`config.mk`:
```
export PLATFORM = sky130hd
export DESIGN_NAME = cart_backup_ctrl
export DESIGN_NICKNAME = d
export VERILOG_FILES = /design/src/rtl/cart_pkg.sv /design/src/rtl/cart_backup_ctrl_edge_rise.sv /design/src/rtl/cart_backup_ctrl.sv
export SDC_FILE = /design/constraint.sdc
export NUM_CORES = 1
export LEC_CHECK = 0
export BUFFER_PORTS_ARGS = -buffer_cell sky130_fd_sc_hd__buf_2
export CAP_MARGIN = 10
export CORE_MARGIN = 3
export CORE_UTILIZATION = 30
export DETAILED_ROUTE_END_ITERATION = 8
export HOLD_SLACK_MARGIN = 0.06
export PLACE_DENSITY_LB_ADDON = 0.2
export SYNTH_ARGS = -nofsm -noshare
export SYNTH_HDL_FRONTEND = slang
export SYNTH_SLANG_ARGS = --single-unit
```
`constraint.sdc`:
```
create_clock -name clk_sys -period 4.9 [get_ports clk_sys]
set_input_delay 0.49 -clock clk_sys [delete_from_list [all_inputs] [get_ports clk_sys]]
set_output_delay 0.49 -clock clk_sys [all_outputs]
set_load 0.1 [all_outputs]
```
`src/rtl/cart_pkg.sv`:
```
// ---------------------------------------------------------------------------
// cart_pkg
// Shared definitions for the cartridge backup-RAM controller:
//   - bk_state_e  : transfer FSM states
//   - BLOCK_BYTES : size of one host SD block (512 bytes)
//   - BUF_AW      : width of the byte index inside one block
//   - BLK_W       : width of the block counter (up to 256 blocks)
//   - block_count : number of blocks for a cart-RAM size code
//   - last_block  : index of the final block for a cart-RAM size code
// ---------------------------------------------------------------------------
package cart_pkg;

    localparam int BLOCK_BYTES = 512;
    localparam int BUF_AW      = $clog2(BLOCK_BYTES);
    localparam int BLK_W       = 8;

    typedef enum logic [2:0] {
        ST_IDLE = 3'd0,
        ST_REQ  = 3'd1,
        ST_ACK  = 3'd2,
        ST_DONE = 3'd3,
        ST_NEXT = 3'd4
    } bk_state_e;

    // Size code 0..3 selects 512 B, 8 KB, 32 KB or 128 KB of cart RAM.
    function automatic logic [BLK_W:0] block_count(input logic [1:0] mask);
        logic [BLK_W:0] n;
        case (mask)
            2'd0:    n = 9'd1;
            2'd1:    n = 9'd16;
            2'd2:    n = 9'd64;
            default: n = 9'd256;
        endcase
        return n;
    endfunction

    function automatic logic [BLK_W-1:0] last_block(input logic [1:0] mask);
        logic [BLK_W:0] n;
        n = block_count(mask) - 9'd1;
        return n[BLK_W-1:0];
    endfunction

endpackage

```
`src/rtl/cart_backup_ctrl_edge_rise.sv`:
```
// ---------------------------------------------------------------------------
// edge_rise
// Single-flop rising-edge detector. The output is combinational from the
// input, so a trigger is seen in the same cycle the input goes high.
// Ports:
//   clk_i  : clock
//   rst_i  : asynchronous active-high reset (history flop cleared)
//   d_i    : level input
//   rise_o : one-cycle pulse when d_i is high and was low last cycle
// ---------------------------------------------------------------------------
module edge_rise (
    input  logic clk_i,
    input  logic rst_i,
    input  logic d_i,
    output logic rise_o
);

    logic d_q;

    always_ff @(posedge clk_i or posedge rst_i) begin
        if (rst_i) begin
            d_q <= 1'b0;
        end else begin
            d_q <= d_i;
        end
    end

    assign rise_o = d_i & ~d_q;

endmodule

```
`src/rtl/cart_backup_ctrl.sv`:
```
// ---------------------------------------------------------------------------
// cart_backup_ctrl
// Moves battery-backed cartridge RAM to and from the mounted save image using
// the host SD block interface, 512 bytes per block. A load starts when an
// image is mounted; a save starts on a user request when there are unsaved
// cart-RAM writes. bk_busy is high for the whole transfer so the top level
// can hold the CPU during loads.
//
// Optional build macro: CART_BACKUP_AUTOSAVE_EN
//   Defined   : an idle counter reloads to AUTOSAVE_CYCLES on every cart-RAM
//               write and counts down while dirty and idle; reaching zero
//               acts like a bk_save edge.
//   Undefined : saves happen only on bk_save.
//
// Ports:
//   clk_sys, reset        : clock, asynchronous active-high reset
//   has_battery, ram_mask : active mapper's battery flag and RAM size code
//   cram_wr               : CPU wrote cart RAM (one-cycle strobe)
//   img_mounted           : save image mounted (level)
//   img_size_nz           : mounted image is non-empty
//   bk_save               : user save request (level, edge-detected)
//   sd_lba/sd_rd/sd_wr    : block request to the host
//   sd_ack                : host transfer window
//   sd_buff_addr/_dout/_wr: host byte stream (load)
//   sd_buff_din           : byte stream to host (save), equals bk_q
//   bk_addr/bk_data/bk_wr : backup RAM write port
//   bk_q                  : backup RAM read data (1-cycle latency)
//   bk_busy, bk_dirty     : transfer in progress, unsaved writes exist
// ---------------------------------------------------------------------------
module cart_backup_ctrl
    import cart_pkg::*;
#(
    parameter int          ADDR_W          = 17,
    parameter logic [31:0] AUTOSAVE_CYCLES = 32'd67108864
) (
    input  logic              clk_sys,
    input  logic              reset,
    input  logic              has_battery,
    input  logic [1:0]        ram_mask,
    input  logic              cram_wr,
    input  logic              img_mounted,
    input  logic              img_size_nz,
    input  logic              bk_save,
    output logic [31:0]       sd_lba,
    output logic              sd_rd,
    output logic              sd_wr,
    input  logic              sd_ack,
    input  logic [8:0]        sd_buff_addr,
    input  logic [7:0]        sd_buff_dout,
    input  logic              sd_buff_wr,
    output logic [7:0]        sd_buff_din,
    output logic [ADDR_W-1:0] bk_addr,
    output logic [7:0]        bk_data,
    output logic              bk_wr,
    input  logic [7:0]        bk_q,
    output logic              bk_busy,
    output logic              bk_dirty
);

    bk_state_e              state_q, state_d;
    logic [BLK_W-1:0]       blk_q, blk_d;
    logic                   load_q, load_d;
    logic                   dirty_q, dirty_d;
    logic                   dirty_clr;
    logic                   mount_rise;
    logic                   save_rise;
    logic                   auto_fire;
    logic                   load_trig;
    logic                   save_trig;
    logic [BLK_W+BUF_AW-1:0] addr_full;

    edge_rise u_mount_edge (
        .clk_i  (clk_sys),
        .rst_i  (reset),
        .d_i    (img_mounted),
        .rise_o (mount_rise)
    );

    edge_rise u_save_edge (
        .clk_i  (clk_sys),
        .rst_i  (reset),
        .d_i    (bk_save),
        .rise_o (save_rise)
    );

    // Both triggers only matter in IDLE; load has priority there, and the
    // save edge, being a single-cycle pulse, is simply lost.
    assign load_trig = mount_rise & has_battery & img_size_nz;
    assign save_trig = (save_rise | auto_fire) & has_battery & dirty_q & img_mounted;

`ifdef CART_BACKUP_AUTOSAVE_EN
    logic [31:0] idle_cnt_q, idle_cnt_d;

    always_comb begin
        idle_cnt_d = idle_cnt_q;
        if (cram_wr) begin
            idle_cnt_d = AUTOSAVE_CYCLES;
        end else if (dirty_q && (state_q == ST_IDLE) && (idle_cnt_q != 32'd0)) begin
            idle_cnt_d = idle_cnt_q - 32'd1;
        end
    end

    always_ff @(posedge clk_sys or posedge reset) begin
        if (reset) begin
            idle_cnt_q <= 32'd0;
        end else begin
            idle_cnt_q <= idle_cnt_d;
        end
    end

    // Dirty implies a write has reloaded the counter, so a zero count while
    // dirty means the full idle interval has elapsed.
    assign auto_fire = dirty_q & (state_q == ST_IDLE) & (idle_cnt_q == 32'd0);
`else
    logic autosave_unused;
    assign autosave_unused = ^AUTOSAVE_CYCLES;
    assign auto_fire       = 1'b0;
`endif

    // Transfer FSM: next state and counter.
    always_comb begin
        state_d   = state_q;
        blk_d     = blk_q;
        load_d    = load_q;
        dirty_clr = 1'b0;
        case (state_q)
            ST_IDLE: begin
                if (load_trig) begin
                    state_d   = ST_REQ;
                    load_d    = 1'b1;
                    dirty_clr = 1'b1;
                end else if (save_trig) begin
                    state_d   = ST_REQ;
                    load_d    = 1'b0;
                    dirty_clr = 1'b1;
                end
            end
            ST_REQ: begin
                if (sd_ack) begin
                    state_d = ST_ACK;
                end
            end
            ST_ACK: begin
                if (!sd_ack) begin
                    state_d = ST_NEXT;
                end
            end
            ST_NEXT: begin
                // Terminal compare against N-1; the 8-bit counter never
                // needs to roll over on its own.
                if (blk_q == last_block(ram_mask)) begin
                    state_d = ST_DONE;
                end else begin
                    blk_d   = blk_q + 8'd1;
                    state_d = ST_REQ;
                end
            end
            ST_DONE: begin
                blk_d   = '0;
                state_d = ST_IDLE;
            end
            default: begin
                blk_d   = '0;
                state_d = ST_IDLE;
            end
        endcase
    end

    // A cart-RAM write in the same cycle as a save entry must survive the
    // clear, otherwise that write would never be saved.
    always_comb begin
        dirty_d = dirty_q;
        if (dirty_clr) begin
            dirty_d = 1'b0;
        end
        if (cram_wr && has_battery) begin
            dirty_d = 1'b1;
        end
    end

    always_ff @(posedge clk_sys or posedge reset) begin
        if (reset) begin
            state_q <= ST_IDLE;
            blk_q   <= '0;
            load_q  <= 1'b0;
            dirty_q <= 1'b0;
        end else begin
            state_q <= state_d;
            blk_q   <= blk_d;
            load_q  <= load_d;
            dirty_q <= dirty_d;
        end
    end

    // Requests are decoded from the state register, so an async reset drops
    // them immediately and the host sees the block abandoned.
    assign bk_busy     = (state_q != ST_IDLE);
    assign sd_rd       = (state_q == ST_REQ) &  load_q;
    assign sd_wr       = (state_q == ST_REQ) & ~load_q;
    assign sd_lba      = {{(32-BLK_W){1'b0}}, blk_q};

    assign addr_full   = {blk_q, sd_buff_addr};
    assign bk_addr     = ADDR_W'(addr_full);
    assign bk_data     = sd_buff_dout;
    assign bk_wr       = sd_buff_wr & sd_ack & load_q & bk_busy;
    assign sd_buff_din = bk_q;
    assign bk_dirty    = dirty_q;

endmodule

```
==> out/metrics.cfg, run 1 <==
[status]
run_status=completed

[logic_synthesis]
top_reg_cell_synth=dfrtp_1
ys_top_cells_by_area=buf_4 32%, dfrtp_1 28%, a21oi_1 2.6%, nand4_1 2.3%, or3_1 2.3%
postSynthRegisterBits=15
synth_seq_area_share_pct=27.96
ys_types=40
ys.warnings.count=0
fraction_of_registers_with_async_set_reset_pct=100.0
synth_area_per_cell_um2=8.950
synth-edff-count=0
yosys.cell_count.top_type=buf_4
synth_top_area_share_pct=31.87
synthesis.area_um2=1343
synthTopCellsByCount=57 x buf_4, 15 x dfrtp_1, 7 x a21oi_1, 7 x nor2_1
post_synthesis_cell_count=150
synth_largest_area_cell=buf_4

[floorplanning]
floorplan.die_area_um2=5314
die_w_um=72.90
fp.coreArea_um2=4144
start_util_pct=32.40
top_level_ports=106
die_height_um=72.90
std_cell_rows=23

[sta]
final_min_period_over_clock_period_pct=43.10
unrepaired_setup_endpoints_after_global_routing=no
fin_setup_tns_ns=0
final-hold-violation-count=0
achievable-frequency_ghz=0.4735
worst_pin_slew_ns=0.6309
layout_min_cycle_time_ns=2.112
final.setup_skew_ns=0.001354
final-setup-viol-count=0
relSlewSlack_pct=57.89
finalMaxSlewViolations=0

[placement]
placed_cell_area_um2=1169
place_congestion=0.8202
port-buffer-count=31
place_hpwl_um=1960

[layout]
layout_cell_share_with_drive_strength_beyond_1_pct=27.89
post-route-cell-area_um2=1215
area.growth.synth_to_final_pct=-9.506
post_layout_nets=185
number_of_diodes=0

[routing]
drt_via_density=4.624
detail_route.iter0.violations=58
post_dr_wirelength_cell_um=13.27
remaining_drc_errors=0
routed_wl_um=2615
drtPass1Iterations=4
drt.antenna.violating_nets=0
detailroute.via_count=911

[setup_path]
worst_setup_path_start_kind=flip-flop
worstPathCellList=nor4b_1 -> buf_2
timing.reg2reg.setup_slack_ns=3.05
worst_path_max_delay_cell=dfrtp_1
data_required_critical_path_ns=4.41
timing_worst_setup_path_type=reg -> out
endpoint_kind=output port
cp_data_arrival_time_ns=1.62
largest_stage_delay_on_the_critical_path_ns=0.52
crit_path_max_fanout=13

[grt]
first_global_vias=839
grt_overflow_total=0
antenna_found_initial=0
gr-usage-all-layers_pct=9.840
global_route_wire_length_before_repair_um=4119
largest_net_degree_at_the_start_of_global_routing=16

[clocking]
postCtsSetupBuffers=0
path_clk_slew_ns=0.07
worst_skew_pair.late_latency_ns=0.25
htreeDepth=1
cts_tree=done
post_cts_resized=0
cts_buffers=3
clock_sink_count=15
ctsRootBufferMaster=clkbuf_8
cts_hold_buf=0
cts.path.max_buffers=2

[job]
drv_cap=0

[worst_hold_path]
hp-class=in -> async

-- worst paths after layout --
check | startpoint | endpoint | cells after the start
setup / recovery | state_q[1]$_DFFE_PP0P_ | sd_wr | 2
min in group clk_sys | bk_save | u_save_edge.d_q$_DFF_PP0_ | 1
hold reg to reg | bk_dirty$_DFFE_PP0P_ | bk_dirty$_DFFE_PP0P_ | 1
hold / removal | reset | u_save_edge.d_q$_DFF_PP0_ | 2
setup reg to reg | state_q[1]$_DFFE_PP0P_ | blk_q[0]$_DFFE_PP0P_ | 5
max in group asynchronous | reset | state_q[0]$_DFFE_PP0P_ | 2
-- metrics by stage --
step,cells,util (%),setup WS (ns),hold slack [ns]
after floorplan,173,-,0.7107,0.3915
after global placement,193,28.20,2.955,0.5098
after detailed placement,193,28.20,2.922,0.5338
after CTS,197,29.32,2.757,0.3436
after global routing,197,29.32,2.705,0.3493
final,197,29.32,2.788,0.3033
-- flip-flops by register name, indices dropped and copies added (netlist names) --
name and count:
load_q 1, u_mount_edge.d_q 1, state_q 3, u_save_edge.d_q 1, blk_q 8, bk_dirty 1
-- logic make-up after synthesis --
| group | synth area share (%) |
|---|---|
| adders and majority gates | 0.9318 |
| xor gates and xnor gates | 2.610 |
| muxes | 1.864 |
| AOI/OAI and AO/OA | 11.93 |
| and+or+nand+nor | 17.99 |
| other | 0.2793 |
| DFF | 27.96 |
| buffers and inverters | 36.44 |
-- cell type report --
class	count	area [um2]
tap	50	62.56
clock inverter	1	5.005
timing repair buffer	31	155.1
inverter	3	11.26
clock buffer	3	41.29
multi-input combinational	94	564.3
fill	457	2929
sequential	15	375.4
-- cells in the final DEF (no fill, tap or decap), drive strengths merged, types with 2 or more instances in the layout --
| cell type | count |
|---|---|
| a21oi | 7 |
| buf | 31 |
| clkbuf | 3 |
| conb | 24 |
| dfrtp | 15 |
| inv | 3 |
| nand2 | 3 |
| nand3 | 6 |
| nand4 | 5 |
| nor2 | 8 |
| nor4 | 2 |
| nor4b | 2 |
| o21ai | 7 |
| or3 | 5 |
| xnor2 | 3 |
-- worst max-delay path: cells and delay by family, from the launching register on --
family | cells | cell delay [ns]
flops | 1 | 0.52
simple gates | 1 | 0.36
buf+inv | 1 | 0.48
-- metal layers --
layer	vias up	routed length, um	track usage [%]
met4	0	53	4.713
met3	12	313	4.132
met1	413	1091	12.07
li1	428	-	-
met5	-	0	0
met2	58	1155	14.83
Power of run 1 is not shown: default switching activity piles up to over one toggle a cycle in this logic, so the estimate is an artifact.
==> inputs of run 2 (changes only) <==
- clock period: 4.9 -> 2.07 ns (I/O delays scaled with it)
==> run 2 against run 1 <==
Compared with the run above:
- count of clock-buffer cells in the layout is the same
- core utilization grew 1.7 points
- global-route usage shrank 0.76 points
- sequential share of layout area shrank 0.55 points
- via count shrank 0.44%
- sequential cell count is the same
- highest routed layer unchanged
- wire length shrank 4.0%
==> out/metrics.cfg, run 2 (same netlist as run 1, synthesis figures left out) <==
[status]
run_status=completed

[setup_path]
crit_path_max_fanout=12  ; -1
worstRegToRegCells=5  ; unchanged
timing_worst_setup_path_type=reg -> out
worst_setup_path_start_kind=flip-flop
worstPathCellList=buf_4 -> nor3_1 -> inv_1 -> buf_2
largest_stage_delay_on_the_critical_path_ns=0.45  ; -0.07 ns
cp.buffers_inverters=3  ; +2
cpLargestDelayFamily=buffers and inverters
worst_path_max_delay_cell=nor3_1
data_required_critical_path_ns=1.86  ; -2.55 ns
endpoint_kind=output port
r2r_end=blk_q[1]$_DFFE_PP0P_
timing.reg2reg.setup_slack_ns=0.22  ; -2.83 ns
worst_r2r_startpoint=blk_q[3]$_DFFE_PP0P_
cp_data_arrival_time_ns=1.65  ; +0.03 ns
timing.critical_path.depth=4  ; +2

[sta]
worst_pin_slew_ns=0.5958  ; -0.03510 ns
fin_worst_hold_slack_ns=0.08077  ; -0.2225 ns
achievable-frequency_ghz=0.5391
unrepaired_setup_endpoints_after_global_routing=no
layout_min_cycle_time_ns=1.855
final_min_period_over_clock_period_pct=89.61
final.setup.worst_slack_ns=0.2151  ; -2.573 ns
final-hold-violation-count=0  ; unchanged
final-setup-viol-count=0  ; unchanged
finalMaxSlewViolations=0  ; unchanged
relSlewSlack_pct=60.23  ; +2.3 points
final.setup_skew_ns=0.005357  ; +0.004002 ns
fin_setup_tns_ns=0  ; unchanged

[floorplanning]
die_height_um=72.90  ; unchanged
start_util_pct=32.40  ; unchanged
fp.coreArea_um2=4144  ; unchanged
std_cell_rows=23  ; unchanged
die_w_um=72.90  ; unchanged
floorplan.die_area_um2=5314  ; unchanged
top_level_ports=106  ; unchanged

[clocking]
ctsRootBufferMaster=clkbuf_8
htreeDepth=1  ; unchanged
cts_tree=done
clock_sink_count=15  ; unchanged
cts_buffers=3  ; unchanged
path_clk_slew_ns=0.07  ; about the same
cts.path.max_buffers=2  ; unchanged
worst_skew_pair.late_latency_ns=0.25  ; about the same

[layout]
largest-register=blk_q
reg_top3=blk_q (8), state_q (3)
largest_register_ff_count=8  ; unchanged
most-common-layout-cells=31 x buf_2, 24 x conb_1, 7 x a21oi_1, 7 x dfrtp_1
post_layout_nets=189  ; +2.2%
number_of_diodes=0  ; unchanged
layout.cells.most_common=buf_2
area.growth.synth_to_final_pct=-4.194
postLayoutCoreUtil_pct=31.04  ; +1.7 points
layout_cell_share_with_drive_strength_beyond_1_pct=36.42  ; +8.5 points

[worst_hold_path]
hp-start=bk_save
terminating_pin_of_the_worst_hold_path=u_save_edge.d_q$_DFF_PP0_
hp-class=in -> reg
holdPathStages=1

[grt]
antenna_found_initial=0  ; unchanged
global_route_wire_length_before_repair_um=3857  ; -6.4%
gr-usage-all-layers_pct=9.078  ; -0.76 points
first_global_vias=808  ; -3.7%
grt_overflow_total=0  ; unchanged
largest_net_degree_at_the_start_of_global_routing=16  ; unchanged

[routing]
detailroute.via_count=907  ; -0.44%
routed_wl_um=2511  ; -4.0%
drt.antenna.violating_nets=0  ; unchanged
post_dr_wirelength_cell_um=12.49  ; -5.9%
drt_via_density=4.512  ; -2.4%
remaining_drc_errors=0  ; unchanged
drtPass1Iterations=6  ; +2
detail_route.iter0.violations=19  ; -67%

[job]
drv_cap=0  ; unchanged

[placement]
preCtsSetupSlack_ns=0.2577  ; -2.664 ns
place_congestion=0.8581  ; +4.6%
port-buffer-count=31  ; unchanged
place_hpwl_um=1915  ; -2.3%

==> run 2: cell types whose count changed in the layout (fill, tap and decap cells not counted), sizes merged <==
| cell | before | now |
|---|---|---|
| buf | 31 | 34 |
| dlygate4sd3 | 0 | 1 |
==> run 2: repair_timing <==
item / 4_1_cts / 5_1_grt
gates resized for setup: 0 / 0
setup buffers: 0 / 0
hold buffers: 1 / 0
hold endpoints to repair: 15 / 0
==> run 2: worst max-delay path by stage <==
stage,endpoint,start,slack (ns)
6_report,bk_busy,state_q[1]$_DFFE_PP0P_,0.22
5_1_grt,bk_busy,state_q[1]$_DFFE_PP0P_,0.09
4_1_cts,blk_q[1]$_DFFE_PP0P_,blk_q[3]$_DFFE_PP0P_,0.21
3_5_place_dp,blk_q[1]$_DFFE_PP0P_,blk_q[3]$_DFFE_PP0P_,0.26
3_3_place_gp,blk_q[1]$_DFFE_PP0P_,blk_q[3]$_DFFE_PP0P_,0.28
2_1_floorplan,sd_wr,state_q[1]$_DFFE_PP0P_,-0.44
==> run 2: cell type report <==
cell class,count,area (um2)
Clock buffer,3,41.29
Clock inverter,1,5.005
Fill cell,472,2858
Inverter,3,11.26
Multi-Input combinational cell,94,588.1
Sequential cell,15,390.4
Tap cell,50,62.56
Timing Repair Buffer,35,187.7
==> run 2: layer usage <==
| metal | track usage, % | up-vias | wire length [um] |
|---|---|---|---|
| li1 | - | 436 | - |
| met1 | 11.69 | 421 | 1067 |
| met2 | 14.63 | 40 | 1181 |
| met3 | 3.719 | 10 | 232 |
| met4 | 1.230 | 0 | 29 |
| met5 | 0 | - | 0 |
==> run 2: stage by stage <==
stage	std cells	cell area, um2
2_1_floorplan	173	1468
3_3_place_gp	196	1230
3_5_place_dp	196	1230
4_1_cts	201	1286
5_1_grt	201	1286
6_report	201	1286
Power of run 2 is left out for the same reason.
